==> config.mk <==
export PLATFORM = sky130hd
export DESIGN_NAME = ms_delay_timer
export DESIGN_NICKNAME = d
export VERILOG_FILES = /design/src/rtl/ms_delay_timer.sv
export SDC_FILE = /design/constraint.sdc
export NUM_CORES = 1
export LEC_CHECK = 0
export ABC_AREA = 1
export ABC_CLOCK_PERIOD_IN_PS = 3800
export CAP_MARGIN = 40
export CORE_ASPECT_RATIO = 0.7
export CORE_MARGIN = 1
export CORE_UTILIZATION = 36
export CTS_BUF_LIST = sky130_fd_sc_hd__clkbuf_8
export DETAILED_ROUTE_END_ITERATION = 16
export PLACE_DENSITY = 0.64
export SLEW_MARGIN = 15
export SYNTH_ARGS = -nofsm -noshare
export SYNTH_HDL_FRONTEND = slang
export SYNTH_SLANG_ARGS = --single-unit
export TNS_END_PERCENT = 5
==> constraint.sdc <==
create_clock -name clk -period 3.8 [get_ports clk]
set_clock_uncertainty 0.05 [all_clocks]
set_input_delay 0.76 -clock clk [delete_from_list [all_inputs] [get_ports clk]]
set_output_delay 0.76 -clock clk [all_outputs]
set_load 0.005 [all_outputs]
==> src/rtl/ms_delay_timer.sv <==
// Millisecond countdown timer: counts load_val ms ticks, then emits a one-cycle done pulse.
// Optional feature: define MS_TIMER_PAUSE_EN to add the pause port, which freezes the countdown.
module ms_delay_timer #(
   parameter int CNT_W = 16
) (
   input  logic             clk,
   input  logic             rst,
   input  logic             ms_tick,
   input  logic             start,
   input  logic [CNT_W-1:0] load_val,
   input  logic             cancel,
`ifdef MS_TIMER_PAUSE_EN
   input  logic             pause,
`endif
   output logic             busy,
   output logic             done,
   output logic [CNT_W-1:0] remaining
);

   // Handshake: start, cancel and ms_tick are single-cycle strobes that need no
   // acknowledge; they are sampled at every rising edge. done is a one-cycle
   // strobe that nobody acknowledges either.

   typedef enum logic [1:0] {
      S_IDLE   = 2'd0,
      S_RUN    = 2'd1,
      S_EXPIRE = 2'd2
   } state_t;

   state_t state;
   logic   tick_eff;

`ifdef MS_TIMER_PAUSE_EN
   assign tick_eff = ms_tick & ~pause;
`else
   assign tick_eff = ms_tick;
`endif

   always_ff @(posedge clk) begin
      if (!rst) begin
         state     <= S_IDLE;
         busy      <= 1'b0;
         done      <= 1'b0;
         remaining <= '0;
      end else begin
         done <= 1'b0;
         case (state)
            // EXPIRE acts like IDLE for new requests, so done and a reload overlap.
            S_IDLE, S_EXPIRE: begin
               if (start && !cancel) begin
                  if (load_val != '0) begin
                     state     <= S_RUN;
                     busy      <= 1'b1;
                     remaining <= load_val;
                  end else begin
                     state     <= S_EXPIRE;
                     busy      <= 1'b0;
                     done      <= 1'b1;
                     remaining <= '0;
                  end
               end else begin
                  state     <= S_IDLE;
                  busy      <= 1'b0;
                  remaining <= '0;
               end
            end
            S_RUN: begin
               if (cancel) begin
                  state     <= S_IDLE;
                  busy      <= 1'b0;
                  remaining <= '0;
               end else if (start) begin
                  if (load_val != '0) begin
                     remaining <= load_val;
                  end else begin
                     state     <= S_EXPIRE;
                     busy      <= 1'b0;
                     done      <= 1'b1;
                     remaining <= '0;
                  end
               end else if (tick_eff) begin
                  if (remaining <= 1) begin
                     state     <= S_EXPIRE;
                     busy      <= 1'b0;
                     done      <= 1'b1;
                     remaining <= '0;
                  end else begin
                     remaining <= remaining - 1'b1;
                  end
               end
            end
            default: begin
               state     <= S_IDLE;
               busy      <= 1'b0;
               remaining <= '0;
            end
         endcase
      end
   end

endmodule
# [Word-level counts from Yosys, hierarchy flattened]
# Index checks and enable logic that the tools add are counted.
[classes] n_addsub=1 mux=30 magnitude_cmp=1 reduce_logical=6 n_eq_ne=5
[op_table] op="16-bit 2-to-1 mux" count=6
[op_table] op="16-bit one-hot mux with 2 select lines" count=1
[op_table] op="16-bit by 1-bit less-or-equal comparator with 1-bit output, second input constant" count=1
[op_table] op="16-bit nonzero test" count=1
[op_table] op="16-bit by 1-bit subtractor with 16-bit output, second input constant" count=1
[op_table] op="2-bit 2-to-1 mux" count=7
[op_table] op="1-bit 2-to-1 mux" count=13
[op_table] op="4-bit inequality test, second input constant" count=3
[op_table] op="1-bit one-hot mux with 2 select lines" count=2
[op_table] op="2-bit one-hot mux with 2 select lines" count=1
[op_table] op="3-bit AND reduction" count=1
[op_table] op="2-bit by 1-bit equality test with 1-bit output, second input constant" count=1
[op_table] op="2-bit equality test, second input constant" count=1
[op_table] op="2-bit logical NOT" count=1
[op_table] op="2-bit OR reduction" count=1
[op_table] op="1-bit logical AND" count=1
[op_table] op="1-bit logical NOT" count=1
[totals] in_bits=21 regBits=20

# [Longest topological paths before layout]
[depth] word_depth=6 depth_mapped=13 mapped_depth_nobuf=13

# [Worst setup path before layout]
# Ideal clock, no wire load.
[synth_timing] kind="in2reg" from="input cancel" to="register remaining[5]" slack_ps=2054 cell_stages=9 required_ps=3619 setup_ps=131 arrival_time_ps=1565 cell_sequence="nor2_1 > inv_1 > nor2_1 > nand2_1 > nand2_1 > inv_1 > buf_4 > nand2_1 > a21oi_2"
[synth_between] elab_chain_cells=4 word_cells_on_any_way=6 cone_classes="eq/ne: 1; mux: 3; reduce/logical: 2"
[synth_rtl] element="from (decl)" line_no="11" rtl="input logic cancel,"
[synth_rtl] element="1-bit logical NOT" line_no="50" rtl="if (start && !cancel) begin"
[synth_rtl] element="1-bit logical AND" line_no="50"
[synth_rtl] element="16-bit 2-to-1 mux" line_no="50"
[synth_rtl] element="16-bit one-hot mux with 2 select lines" line_no="47" rtl="case (state)"
[synth_rtl] element="to (signal assigned)" line_no="54" rtl="remaining <= load_val;"
[synth_rtl] element="to (signal assigned)" line_no="74" rtl="remaining <= load_val;"
[synth_rtl] element="to (signal assigned)" line_no="88" rtl="remaining <= remaining - 1'b1;"
[synth_rtl] element="to (decl)" line_no="17" rtl="output logic [CNT_W-1:0] remaining"
# Parallel ways exist; a longest one is shown, timed or not.
# A chain may end at the register's enable or synchronous reset.

# [Worst setup path in the final report]
[layout_timing] from="input cancel" to="register busy"
[layout_between] elab_chain_cells=4 word_cells_on_any_way=9 cone_classes="eq/ne: 3; mux: 3; reduce/logical: 3"
[layout_rtl] element="1-bit logical NOT" line_no="50"
[layout_rtl] element="1-bit logical AND" line_no="50"
[layout_rtl] element="1-bit 2-to-1 mux" line_no="50"
[layout_rtl] element="1-bit one-hot mux with 2 select lines" line_no="47"
[layout_rtl] element="to (signal assigned)" line_no="53" rtl="busy <= 1'b1;"
[layout_rtl] element="to (signal assigned)" line_no="57" rtl="busy <= 1'b0;"
[layout_rtl] element="to (signal assigned)" line_no="63" rtl="busy <= 1'b0;"
[layout_rtl] element="to (decl)" line_no="15" rtl="output logic busy,"
# Parallel ways exist; a longest one is shown, timed or not.

==> out/results.ini <==
[global_routing]
grt_start_max_net_pins = 19
overflow = 0
antenna_found_initial = 0
grt_pass1_vias = 1423
grt_pass1_wl_um = 6530
gr-usage-all-layers = 0.184

[floorplanning]
ioPinCount = 39
rows = 19
start_util = 0.384
dieHeight_um = 56.6
die_width_um = 80.0
core_area_um2 = 3990
dieArea_um2 = 4530

[sta]
fmax_ghz = 0.443
worst_slew_pin_slew_ns = 0.562
rsz0062_at_grt = false
report.final.slew_viol_count = 0
slew_headroom = 0.623
finalHoldViolCount = 0
fin_crit_ns = 2.26
finalSetupViolCount = 0
finalCritPeriodShare = 0.594
hold_ws_ns = 0.426
fin_tns_setup_ns = 0

[hold_path]
hp-start = busy
hold_end = busy
hold_depth = 2
hold_class = register to register

[logic_synthesis]
synth_top_area_share = 0.261
synth_top_area_cell = dfxtp_1
synth.distinct_cells = 26
synthTopCellsByArea = dfxtp_1, nand2_1, nor2_1, a21oi_1, inv_1
syn_avg_cell_area_um2 = 6.21
synth_fp_nets = 270
ys_ff_latch = 20
synthesis.instances = 247
yosys_warnings = 0
yosysSeqAreaShare = 0.261
syn_area_um2 = 1530

[clock_tree]
cts.path.max_buffers = 2
postCtsSetupBuffers = 0
cts_tree = built
ctsHtreeMaxLevel = 1
cts-root-buf = clkbuf_8
hold_buffers = 0
clk_latency_ns = 0.27
path_clk_slew_ns = 0.08
cts.sinks = 20
cts_resized = 0
cts_made_buffers = 3

[worst_setup_path]
cp_slowest_cell = clkdlybuf4s50_1
worst_ep_arrival_time_ns = 2.35
required_ns = 3.89
r2r_setup_slack_ns = 1.85
setup.worst_path.start_class = primary input
slowest_delay_ns = 0.48
crit_chain = clkdlybuf4s50_1 -> inv_1 -> nand2_1 -> clkinv_1 -> nand2_1 -> nand2_1 -> nand2_1 -> nand2_2 -> nand2_1 -> a21oi_1
path_common_cell = nand2_1
end_kind = register
setup.worst_path.start = cancel
cp_max_fo = 17
worst-setup-path-type = primary input to register
reg2reg_depth = 11
r2r-end = remaining[3]
rr_startpoint = remaining[0]

[power_and_ir_drop]
powerDensity_nw_per_um2 = 285
power.leakage_uw = 0.000897
vdd_drop_max_uv = 181

[final_layout]
synthToLayoutAreaGrowth_pct = 30.4
multi_input_area_um2 = 1000
n_antenna_cell = 0
regArea_um2 = 400
drive_gt1_frac = 0.123
fin_nets = 308
fill_cells = 435

[detailed_routing]
drcViolationCount = 0
viasPerCell = 4.70
wl_per_cell_um = 11.7
drt_iter0_markers = 53
routed_wl_um = 3930
vias = 1580
ant_nets = 0
firstDrtPassIters = 4

[job]
maxCapViolations = 0

[placement]
place.gp.congestion = 0.817
hpwl_um = 2910
io_buffer_count = 38

[status]
status = finished, final reports clean

cell usage in the layout, fill, tap and decap left out, types with 2 or more instances in the layout:
cell / count
nor2_4: 3
xor2_1: 4
clkdlybuf4s50_1: 38
dfxtp_1: 20
clkinv_1: 2
ha_1: 2
nand2_4: 2
a21oi_2: 2
nand2_2: 7
xnor2_1: 3
o21ai_2: 8
inv_1: 23
clkbuf_8: 4
nor2_2: 5
nand4_1: 2
o22ai_1: 2
nor2_1: 26
nand2_1: 91
nor2_8: 2
nand3_1: 17
a21oi_1: 18
how the worst max path moves through the flow:
stage	end	slack, ns	cells after the start
after floorplan	remaining[5]	2.05	9
after global placement	state[1]	1.30	8
after detailed placement	state[1]	1.27	8
after CTS	busy	1.56	10
after global routing	busy	1.35	10
final	busy	1.54	10
kinds of logic (layout without fill, tap and decap cells):
group           after synthesis  in the layout  share of synthesized area
xor+xnor                      7              7                     0.0400
flops                        20             20                      0.261
compound gates               31             31                      0.127
buf+inv                      31             68                     0.0865
simple gates                156            156                      0.469
fa+ha+maj                     2              2                     0.0163
cell usage after synthesis, drive strengths merged:
cell	count
nand2	100
nor2	36
inv	24
a21oi	20
dfxtp	20
nand3	17
o21ai	9
buf	4
xor2	4
xnor2	3
clkinv	2
ha	2
nand4	2
o22ai	2
clkbuf	1
nor3	1
report_power, final:
part | switching, µW | internal (µW) | total, µW
sequential | 11.4 | 217 | 228
combinational | 91.5 | 74.8 | 166
clock | 81.6 | 92.6 | 174
area by class of cell:
type,instances,share of cell area
flip-flops and latches,20,0.200
inverters,26,0.0488
well taps,52,0.0326
clock buffers,4,0.0276
repair buffers,38,0.190
multi-input cells,196,0.500
critical path, delay by kind of cell:
family	cells	cell delay, ns
AO/OA/AOI/OAI	1	0.05
buffers and inverters	3	0.97
AND/OR/NAND/NOR	6	0.58
state kept, by name, indices dropped and copies added, names as in the netlist:
signal,cells
done,1
busy,1
remaining,16
state,2
per-stage QoR:
step	total power (µW)	setup WS (ns)	instance area, µm²	util	std cells
2_1_floorplan	344	2.05	1530	-	247
3_3_place_gp	398	1.30	1940	0.487	332
3_5_place_dp	399	1.27	1940	0.487	332
4_1_cts	573	1.56	2000	0.500	336
5_1_grt	602	1.35	2000	0.500	336
6_report	569	1.54	2000	0.500	336
routing by layer:
layer / GRT usage / wire, µm / up-vias
met3: 0.0455 / 247 / 2
met2: 0.276 / 1540 / 42
met1: 0.273 / 2130 / 689
met5: 0 / 0 / -
li1: - / - / 847
met4: 0.0204 / 8 / 0
No activity file was read; power rests on OpenSTA's default activity.
